===== config.mk =====
export PLATFORM = sky130hd
export DESIGN_NAME = fft_ctrl_flat
export DESIGN_NICKNAME = d
export VERILOG_FILES = /design/src/rtl/fft_ctrl_if.sv /design/src/rtl/fft_ctrl.sv /design/src/flat_wrapper.sv
export SDC_FILE = /design/constraint.sdc
export NUM_CORES = 1
export LEC_CHECK = 0
export CORE_MARGIN = 2
export CORE_UTILIZATION = 54
export DETAILED_ROUTE_END_ITERATION = 7
export DONT_BUFFER_PORTS = 1
export PLACE_DENSITY = 0.69
export SYNTH_ARGS = -nofsm -noshare
export SYNTH_HDL_FRONTEND = slang
export SYNTH_SLANG_ARGS = --single-unit

===== constraint.sdc =====
create_clock -name clk -period 3.7 [get_ports clk]
set_input_delay 0.74 -clock clk [delete_from_list [all_inputs] [get_ports clk]]
set_output_delay 0.74 -clock clk [all_outputs]
set_load 0.05 [all_outputs]

===== src/rtl/fft_ctrl_if.sv =====
// Handshake and memory/butterfly control bundle for fft_ctrl.
// err is present only when FFT_CTRL_TIMEOUT_EN is defined.
interface fft_ctrl_if #(
   parameter int LOG2N = 3
);
   logic             start;
   logic             busy;
   logic             done;
   logic             rd_en;
   logic [LOG2N-1:0] addr_a;
   logic [LOG2N-1:0] addr_b;
   logic [LOG2N-2:0] tw_addr;
   logic             bf_str;
   logic             bf_done;
   logic             wr_en;
`ifdef FFT_CTRL_TIMEOUT_EN
   logic             err;
`endif

   modport master (
      input  start, bf_done,
      output busy, done, rd_en, addr_a, addr_b, tw_addr, bf_str, wr_en
`ifdef FFT_CTRL_TIMEOUT_EN
      , output err
`endif
   );

   modport slave (
      output start, bf_done,
      input  busy, done, rd_en, addr_a, addr_b, tw_addr, bf_str, wr_en
`ifdef FFT_CTRL_TIMEOUT_EN
      , input err
`endif
   );
endinterface


===== src/rtl/fft_ctrl.sv =====
// In-place radix-2 DIT FFT sequencer: addresses, twiddle index and strobes per butterfly.
// Optional butterfly timeout with err flag under macro FFT_CTRL_TIMEOUT_EN.
module fft_ctrl #(
   parameter int LOG2N      = 3,
   parameter int BF_TIMEOUT = 64
) (
   input logic       clk,
   input logic       rst,
   fft_ctrl_if.master bus
);
   localparam int NB  = 1 << (LOG2N - 1);
   localparam int SW  = $clog2(LOG2N + 1);
   localparam int KW  = LOG2N - 1;
   localparam int TWW = LOG2N - 1;
   localparam logic [LOG2N-1:0] ONE = 1;

   typedef enum logic [2:0] {
      IDLE, READ, WAIT_RD, START, WAIT_BF, WRITE, DONE
   } state_t;

   state_t           state_q, state_d;
   logic [SW-1:0]    s_q, s_d;
   logic [KW-1:0]    k_q, k_d;
   logic [LOG2N-1:0] addr_a_q, addr_a_d;
   logic [LOG2N-1:0] addr_b_q, addr_b_d;
   logic [TWW-1:0]   tw_q, tw_d;
   logic [LOG2N-1:0] kx, span, pos, grp, a_new;
   logic             last_k, last_s;

`ifdef FFT_CTRL_TIMEOUT_EN
   localparam int TOW = $clog2(BF_TIMEOUT + 1);
   logic [TOW-1:0]   to_q, to_d;
   logic             err_q, err_d;
`endif

   assign last_k = (k_q == KW'(NB - 1));
   assign last_s = (s_q == SW'(LOG2N - 1));

   always_comb begin
      state_d  = state_q;
      s_d      = s_q;
      k_d      = k_q;
      addr_a_d = addr_a_q;
      addr_b_d = addr_b_q;
      tw_d     = tw_q;
`ifdef FFT_CTRL_TIMEOUT_EN
      to_d     = to_q;
      err_d    = err_q;
`endif
      unique case (state_q)
         IDLE: if (bus.start) begin
            state_d = READ;
            s_d     = '0;
            k_d     = '0;
`ifdef FFT_CTRL_TIMEOUT_EN
            err_d   = 1'b0;
`endif
         end
         READ:    state_d = WAIT_RD;
         WAIT_RD: state_d = START;
         START: begin
            state_d = WAIT_BF;
`ifdef FFT_CTRL_TIMEOUT_EN
            to_d    = '0;
`endif
         end
         WAIT_BF: begin
            if (bus.bf_done) begin
               state_d = WRITE;
`ifdef FFT_CTRL_TIMEOUT_EN
            end else if (to_q == TOW'(BF_TIMEOUT - 1)) begin
               state_d = IDLE;
               err_d   = 1'b1;
            end else begin
               to_d    = to_q + TOW'(1);
`endif
            end
         end
         WRITE: begin
            if (last_k) begin
               k_d = '0;
               s_d = s_q + SW'(1);
            end else begin
               k_d = k_q + KW'(1);
            end
            state_d = (last_k && last_s) ? DONE : READ;
         end
         DONE:    state_d = IDLE;
         default: state_d = IDLE;
      endcase

      // Addresses come from the next-cycle counters so they are ready in READ.
      kx    = {1'b0, k_d};
      span  = ONE << s_d;
      pos   = kx & (span - ONE);
      grp   = kx >> s_d;
      a_new = (grp << (s_d + SW'(1))) + pos;
      if (state_d == READ) begin
         addr_a_d = a_new;
         addr_b_d = a_new + span;
         tw_d     = TWW'(pos << (LOG2N - 1 - int'(s_d)));
      end
   end

   always_ff @(posedge clk) begin
      if (rst) begin
         state_q  <= IDLE;
         s_q      <= '0;
         k_q      <= '0;
         addr_a_q <= '0;
         addr_b_q <= '0;
         tw_q     <= '0;
`ifdef FFT_CTRL_TIMEOUT_EN
         to_q     <= '0;
         err_q    <= 1'b0;
`endif
      end else begin
         state_q  <= state_d;
         s_q      <= s_d;
         k_q      <= k_d;
         addr_a_q <= addr_a_d;
         addr_b_q <= addr_b_d;
         tw_q     <= tw_d;
`ifdef FFT_CTRL_TIMEOUT_EN
         to_q     <= to_d;
         err_q    <= err_d;
`endif
      end
   end

   assign bus.busy    = (state_q != IDLE);
   assign bus.done    = (state_q == DONE);
   assign bus.rd_en   = (state_q == READ);
   assign bus.bf_str  = (state_q == START);
   assign bus.wr_en   = (state_q == WRITE);
   assign bus.addr_a  = addr_a_q;
   assign bus.addr_b  = addr_b_q;
   assign bus.tw_addr = tw_q;
`ifdef FFT_CTRL_TIMEOUT_EN
   assign bus.err     = err_q;
`endif
endmodule


===== src/flat_wrapper.sv =====
// flat-port wrapper written by rule: the top's interface ports become plain ports
module fft_ctrl_flat 
#(
   parameter int LOG2N      = 3,
   parameter int BF_TIMEOUT = 64
)
  (clk, rst, bus_start, bus_bf_done, bus_busy, bus_done, bus_rd_en, bus_addr_a, bus_addr_b, bus_tw_addr, bus_bf_str, bus_wr_en);
  fft_ctrl_if #(.LOG2N(LOG2N)) bus_i ();
  input logic clk;
  input logic rst;
  input wire logic [$bits(bus_i.start)-1:0] bus_start;
  input wire logic [$bits(bus_i.bf_done)-1:0] bus_bf_done;
  output wire logic [$bits(bus_i.busy)-1:0] bus_busy;
  output wire logic [$bits(bus_i.done)-1:0] bus_done;
  output wire logic [$bits(bus_i.rd_en)-1:0] bus_rd_en;
  output wire logic [$bits(bus_i.addr_a)-1:0] bus_addr_a;
  output wire logic [$bits(bus_i.addr_b)-1:0] bus_addr_b;
  output wire logic [$bits(bus_i.tw_addr)-1:0] bus_tw_addr;
  output wire logic [$bits(bus_i.bf_str)-1:0] bus_bf_str;
  output wire logic [$bits(bus_i.wr_en)-1:0] bus_wr_en;
  assign bus_i.start = bus_start;
  assign bus_i.bf_done = bus_bf_done;
  assign bus_busy = bus_i.busy;
  assign bus_done = bus_i.done;
  assign bus_rd_en = bus_i.rd_en;
  assign bus_addr_a = bus_i.addr_a;
  assign bus_addr_b = bus_i.addr_b;
  assign bus_tw_addr = bus_i.tw_addr;
  assign bus_bf_str = bus_i.bf_str;
  assign bus_wr_en = bus_i.wr_en;
  fft_ctrl #(.LOG2N(LOG2N), .BF_TIMEOUT(BF_TIMEOUT)) u_core (.clk(clk), .rst(rst), .bus(bus_i));
endmodule

Yosys cells after proc, flatten, opt, wreduce, memory -nomap -nowiden
Index checks and enable logic that the tools add are counted.

Register bits after elaboration: 15. Output and inout bits: 13.

$add $sub $neg: 7. Equality and inequality tests: 9. Shift operators: 4. Muxes and demuxes: 10. Bitwise logic cells: 1. Reduce and logical (&&, ||, !) cells: 3.

Operators with widths (count): $shl A3 B32 Y2 (1); $pmux W3 S6 (1); $eq A3 B3 Y1 const B (3); $mux W3 (3); $mux W2 (4); $pmux W2 S2 (2); $add A2 B1 Y2 const B (3); $add A3 B3 Y3 (2); $eq A3 B1 Y1 const B (2); $eq A3 B2 Y1 const B (2); $eq A2 B2 Y1 const B (2); $and A2 B3 Y3 (1); $logic_not A3 Y1 (1); $reduce_bool A3 Y1 (1); $shl A1 B2 Y3 const A (1); $shl A3 B2 Y3 (1); $shr A2 B2 Y3 (1); $sub A2 B2 Y3 const A (1); $sub A3 B1 Y3 const B (1); $logic_and A1 B1 Y1 (1).

Logic depth before layout (Yosys ltp)
Depth after elaboration: 8. Gate-level depth with buffers: 17. Mapped depth without buffers: 17.

Least setup slack after synthesis
Ideal clock, no wire load.

Path type: input -> register. From: in bus_start. To: reg u_core.addr_b_q[2], in the netlist u_core.bus.addr_b[2]. Library setup time: 71 ps. Data arrival time: 3562 ps. Path slack: 68 ps. Stages on the path: 15. Path buffers: 1. Cell sequence: or3b_1 > a21oi_1 > or3_1 > buf_6 > ha_1 > nor2_1 > nand2_1 > fa_1 > inv_1 > fa_1 > xnor2_1 > xnor2_1 > and4_1 > o21ai_1 > a21oi_1.

Word-level cells in the longest chain between the ends: 7.

RTL lines: from (decl) (line flat_wrapper.sv:11) `input wire logic [$bits(bus_i.start)-1:0] bus_start;`; $mux W2 (line fft_ctrl.sv:51) `IDLE: if (bus.start) begin`; $pmux W2 S2 (line fft_ctrl.sv:50) `unique case (state_q)`; $shl A1 B2 Y3 (line fft_ctrl.sv:94) `span = ONE << s_d;`; $sub A3 B1 Y3 (line fft_ctrl.sv:95) `pos = kx & (span - ONE);`; $and A2 B3 Y3 (line fft_ctrl.sv:95); $add A3 B3 Y3 * (line fft_ctrl.sv:97) `a_new = (grp << (s_d + SW'(1))) + pos;`; net u_core.a_new[1] (line fft_ctrl.sv:27) `logic [LOG2N-1:0] kx, span, pos, grp, a_new;`; $add A3 B3 Y3 * (line fft_ctrl.sv:100) `addr_b_d = a_new + span;`; to (signal assigned) (line fft_ctrl.sv:122) `addr_b_q <= addr_b_d;`; to (decl) (line fft_ctrl.sv:25) `logic [LOG2N-1:0] addr_b_q, addr_b_d;`.

The timed path passes the listed nets; every way through them passes the cells marked *. A chain may end at the register's enable or synchronous reset.

Worst setup path after layout
From: reg u_core.k_q[1]. To: reg u_core.addr_b_q[2], in the netlist u_core.bus.addr_b[2].

Word-level cells in the longest chain between the ends: 8.

RTL lines: from (decl) (line fft_ctrl.sv:23) `logic [KW-1:0] k_q, k_d;`; from (signal assigned) (line fft_ctrl.sv:120) `k_q <= k_d;`; $eq A2 B2 Y1 (line fft_ctrl.sv:36) `assign last_k = (k_q == KW'(NB - 1));`; $mux W2 (line fft_ctrl.sv:80) `if (last_k) begin`; $pmux W2 S2 (line fft_ctrl.sv:50); $shl A1 B2 Y3 (line fft_ctrl.sv:94); $sub A3 B1 Y3 (line fft_ctrl.sv:95); $and A2 B3 Y3 (line fft_ctrl.sv:95); $add A3 B3 Y3 * (line fft_ctrl.sv:97); net u_core.a_new[1] (line fft_ctrl.sv:27); $add A3 B3 Y3 * (line fft_ctrl.sv:100).

Marked as above.

==> out/metrics.yaml <==
peakVddDrop_mv: 0.2824
synth_edf_count: 0
maxSlewViolCount: 0
critPathTopFamily: "adder cells"
io_pins: 17
grt_max_degree: 16
grt_first_pass_wirelength_um: 3229
pre_cts_ws_ns: -0.05132
tritoncts: "built"
cts.sinks: 15
synthFlopType: "dfxtp_1"
drt_iter0_markers: 15
antennaDiodeCount: 0
period_minus_slack_ns: 3.475
grt_overflow: 0
power.density_nw_per_um2: 365.1
synth_nets: 135
required_ns: 3.92
fin_nets: 140
critPathSlowestCell: "fa_1"
drtPass1Iterations: 4
async_flop_share: 0
vias: 825
final.setup.worst_slack_ns: 0.2246
fin_skew_ns: 0.001862
hp-class: "in2reg"
ys_top_cells_by_count: "nor2_1 (21), a21oi_1 (15), dfxtp_1 (15), nand2_1 (15)"
synth-seq-cells: 15
wl_per_cell_um: 13.08
track_usage: 0.2134
yosysSeqAreaShare: 0.3187
synth_area_leaders: "dfxtp_1 (32%), nor2_1 (8.4%), a21oi_1 (8.0%)"
final_hold_viol_count: 0
path_cells: "ha_1 > a21oi_1 > or3_1 > ha_1 > nor2_1 > nand2_1 > fa_1 > inv_1 > fa_1 > xnor2_1 > xnor2_1 > and4_1 > o21ai_1 > a21oi_1"
post_cts_resize_count: 0
clk_latency_ns: 0.28
end_kind: "flip-flop"
setup_violations: 0
crit_type: "reg2reg"
ant_nets: 0
status: "complete, no violations"
tightest_slew_ns: 0.8821
via_per_inst: 5.690
grt_antenna_before_repair: 0
die_h_um: 45.77
netlist_instances: 124
yosysMostFrequentCell: "nor2_1"
cts_buffer_depth: 2
postCtsSetupRepairBufs: 0
design.core.area_um2: 1689
post-route-drc-count: 0
grt_pass1_vias: 730
rows: 15
syn_area_um2: 942.2
synth_top_area_share: 0.3187
hold_buffers: 0
final.period_utilization: 0.9393
rsz0062_at_grt: "no"
start_kind: "flip-flop"
slew_headroom: 0.4097
slowest_delay_ns: 0.56
cts.clk_slew.worst_paths_ns: 0.10
die_w_um: 45.77
area_delta_synth_final_pct: 7.171
htreeDepth: 1
cts_buffers: 3
initial_core_util: 0.5578
synth_warnings: 0
post_route_cells_drive_above_1_share: 0.1250
cap_violations: 0
routed_wl_um: 1897
crit_path_max_fanout: 7
dieArea_um2: 2095
yosysTopAreaCell: "dfxtp_1"
path_buf_inv: 1
gp_congestion: 0.7549
synth_cell_types: 38
leakagePower_uw: 0.0004026
cts.root.buffer_cell: "clkbuf_4"
portBuffers: 0
fin_tns_setup_ns: 0
worstPathArrival_ns: 3.70
dpl.hpwl_um: 1417
syn_avg_cell_area_um2: 7.598
max_freq_mhz: 287.7
==> power breakdown <==
part           switching, µW  total, µW  internal (µW)
clock network           56.3       96.5           40.1
registers               22.6        192            170
logic                   53.7       80.1           26.4
==> metrics by stage <==
stage / area [µm²] / power, µW / util / instances / hold WS [ns]
floorplan: 942.2 / 262.6 / - / 124 / 0.6265
global placement: 982.2 / 273.9 / 0.5815 / 141 / 0.5918
detailed placement: 982.2 / 275.1 / 0.5815 / 141 / 0.5866
CTS: 1010 / 371.1 / 0.5978 / 145 / 0.5005
global route: 1010 / 390.4 / 0.5978 / 145 / 0.4807
finish: 1010 / 368.6 / 0.5978 / 145 / 0.5083
==> metal layers <==
layer | share of wire | GRT usage | vias to the layer above
li1 | - | - | 434
met1 | 0.52 | 0.3090 | 375
met2 | 0.43 | 0.3127 | 16
met3 | 0.046 | 0.05952 | 0
met4 | 0 | 0.05143 | 0
met5 | 0 | 0 | -
==> kinds of logic (layout without fill, tap and decap cells) <==
kind of cell / after synthesis / after routing / synth area share
AO/OA/AOI/OAI: 29 / 29 / 0.1833
XOR/XNOR: 3 / 3 / 0.02789
adder cells (fa/ha/maj): 7 / 7 / 0.1089
buffers and inverters: 13 / 17 / 0.06108
flip-flops: 15 / 15 / 0.3187
other: 1 / 1 / 0.003980
AND/OR/NAND/NOR: 56 / 56 / 0.2962
==> registers in the layout, indices dropped and copies added, names as in the netlist <==
register and count:
u_core.bus.addr_b 3, u_core.bus.addr_a 3, u_core.s_q 2, u_core.state_q 3
u_core.bus.tw_addr 2, u_core.k_q 2
==> placed cells by master (no fill, tap or decap), types with 2 or more instances in the layout <==
| cell type | netlist | routed |
|---|---|---|
| nor2_1 | 21 | 21 |
| nand2_1 | 15 | 15 |
| a21oi_1 | 15 | 15 |
| dfxtp_1 | 15 | 15 |
| buf_4 | 0 | 6 |
| inv_1 | 5 | 5 |
| ha_1 | 5 | 5 |
| a31oi_1 | 3 | 3 |
| o21ai_1 | 3 | 3 |
| clkbuf_4 | 0 | 3 |
| nand2b_1 | 2 | 2 |
| inv_2 | 2 | 2 |
| or3_1 | 2 | 2 |
| nor3_2 | 2 | 2 |
| and3_1 | 2 | 2 |
| xnor2_1 | 2 | 2 |
| and4_1 | 2 | 2 |
| fa_1 | 2 | 2 |
==> final timing paths <==
kind / start / cells after the start / end / slack [ns]
hold reg to reg: u_core.state_q[2]$_SDFF_PP0_ / 2 / u_core.state_q[0]$_SDFF_PP0_ / 0.61
setup / recovery: u_core.k_q[1]$_SDFF_PP0_ / 14 / u_core.bus.addr_b[2]$_SDFFE_PP0N_ / 0.22
hold / removal: rst / 1 / u_core.k_q[1]$_SDFF_PP0_ / 0.51
setup reg to reg: u_core.k_q[1]$_SDFF_PP0_ / 14 / u_core.bus.addr_b[2]$_SDFFE_PP0N_ / 0.22
==> worst register-to-register path: stages, from the launching register on <==
cell     delay [ns]
dfxtp_1        0.37
ha_1           0.30
a21oi_1        0.12
or3_1          0.38
ha_1           0.23
nor2_1         0.10
nand2_1        0.09
fa_1           0.56
inv_1          0.06
fa_1           0.40
xnor2_1        0.18
xnor2_1        0.15
and4_1         0.21
o21ai_1        0.07
a21oi_1        0.17
==> final cells by class <==
class	instances	area [µm²]
inverters	7	26.28
flip-flops and latches	15	300.3
clock inverters	1	5.005
multi-input cells	96	589.3
fillers	166	679.4
repair buffers	6	45.04
well taps	17	21.27
clock buffers	3	22.52
Power figures use the tool's default switching activity.
==> edit (same flow settings) <==
Encoding of `state_t`: now one-hot (7 bits for 7 states).
--- a/src/rtl/fft_ctrl.sv
+++ b/src/rtl/fft_ctrl.sv
@@ -14,8 +14,8 @@
    localparam int TWW = LOG2N - 1;
    localparam logic [LOG2N-1:0] ONE = 1;
 
-   typedef enum logic [2:0] {
-      IDLE, READ, WAIT_RD, START, WAIT_BF, WRITE, DONE
+   typedef enum logic [6:0] {
+      IDLE = 7'b0000001, READ = 7'b0000010, WAIT_RD = 7'b0000100, START = 7'b0001000, WAIT_BF = 7'b0010000, WRITE = 7'b0100000, DONE = 7'b1000000
    } state_t;
 
    state_t           state_q, state_d;
Check against the original RTL: same outputs for any inputs over 10 cycles, from zero or initial values and one cycle with rst high; not proved beyond that.
==> edit against the unedited design <==
Sequential cell count rose by 4. Global-route usage rose by 0.74 points. Cell area up 45%. Sequential share of layout area is 3.7 points lower. Total power increased by 23%. Synthesized area grew 34%. Setup slack worse by 160 ps. Wire length grew 52%. Synthesized cell count increased by 16%.
==> edit: results (changes against the unedited design) <==
stage	metric	value	unit	change
yosys	xor/xnor share of the synthesized area	0.04550		+0.01761
layout	share of cells above drive strength 1	0.2692		+0.1442
critical_path	CP delay by family, top	simple AND/OR/NAND/NOR gates		
critical_path	CP max FO	5		-2
global_route	grt met1 use	0.3209		+0.01185
clock_tree	CTS resizes	1		+1
global_route	GR met2 Demand/Resource	0.3521		+0.03941
yosys	Cells after Synth	144		+16%
critical_path	Critical Path Source	u_core.state_q[1]		
yosys	Seq/Total Area, Yosys	0.3007		-0.01803
sta	measured slew at the worst slew-check pin	539.5	ps	-342.6 ps
run_status	run status	finished clean		
layout	# diodes	0		unchanged
critical_path	WP data arrival	3830	ps	+130 ps
yosys	adder-cell area share of the yosys netlist	0.1108		+0.001884
pwr	maximum VDD drop	0.2444	mV	-13%
pwr	Leak	0.0005954	µW	+48%
yosys	post-synthesis compound-gate area fraction	0.2146		+0.03137
route	Pre-antenna DRT Iters	4		unchanged
placed_design	DP HPWL	2310	µm	+63%
critical_path	worst r2r src	u_core.state_q[1]		
route	Met1 Wirelength	1332	µm	+34%
placed_design	placed instance count	180		+28%
clock_tree	Clock Pin Slew Worst Setup and Hold Paths	120	ps	+20 ps
pwr	Seq. pwr	245	µW	+28%
yosys	most frequent cells after synthesis	19 x dfxtp_1, 17 x nor2_1, 11 x nand2_1, 8 x ha_1, 8 x inv_1		
pwr	Sw Ratio	0.3515		-0.008095
placed_design	worst slack, placed	-98.63	ps	-47.30 ps
yosys	top area cells in the synthesized netlist	dfxtp_1 30%, ha_1 7.9%, nor2_1 5.0%, nand2_1 3.3%, a211oi_4 3.2%		
route	Routed WL per cell	15.62	µm	+19%
global_route	Total GRT Usage	0.2208		+0.007401
layout	final-stage net count	171		+22%
pwr	P_comb	101	µW	+26%
route	Via density	5.918		+4.0%
yosys	Syn Nets	158		+17%
yosys	Cell variety after synth	50		+32%
route	Met2 Wirelength	1358	µm	+67%
placed_design	Routability Congestion	0.8431		+12%
global_route	vias in the first global route	960		+32%
critical_path	flop2flop setup slack	70	ps	-160 ps
global_route	met3 global-route usage	0.03714		-0.02238
critical_path	biggest cell delay along the critical path	590	ps	+30 ps
placed_design	placed inst area	0.001428	mm²	+45%
global_route	first-pass GRT wire length	4581	µm	+42%
route	DRT Wirelength	2874	µm	+52%
clock_tree	postcts setup bufs	0		unchanged
critical_path	slowest CP cell	or4_4		
route	max layer used	met4		
route	DR WL met3	173	µm	+99%
worst_hold_path	WHS Endpoint	u_core.bus.addr_b[0]		
route	1st-iter DRT viols	30		+15
yosys	synthesis warning total	0		unchanged
==> edit: cell types whose count changed in the layout (fill, tap and decap cells not counted), moves of 3 or more <==
cell      delta
inv_1        +3
nor2_1       -5
o21ai_1      -3
o21ai_0      +5
dfxtp_1      +3
buf_4       +11
o21a_1       +3
a21oi_1      -9
nor4_1       +3
nand2_1      -5
o211ai_1     +3
==> edit: final cells by class <==
type,count,share of cell area
flip-flops and latches,19,0.2600
clock inverters,1,0.003410
clock buffers,3,0.01535
repair buffers,17,0.08696
multi-input cells,106,0.5814
well taps,28,0.02387
inverters,10,0.02899
==> edit: through the flow <==
step / TNS [ps] / hold slack, ps / power, µW
floorplan: 0 / 535.8 / 329.5
global placement: -40.62 / 595.9 / 348.4
detailed placement: -98.63 / 615.3 / 349.9
CTS: 0 / 493.4 / 455.0
global route: -59.76 / 480.1 / 471.0
finish: 0 / 499.6 / 453.1
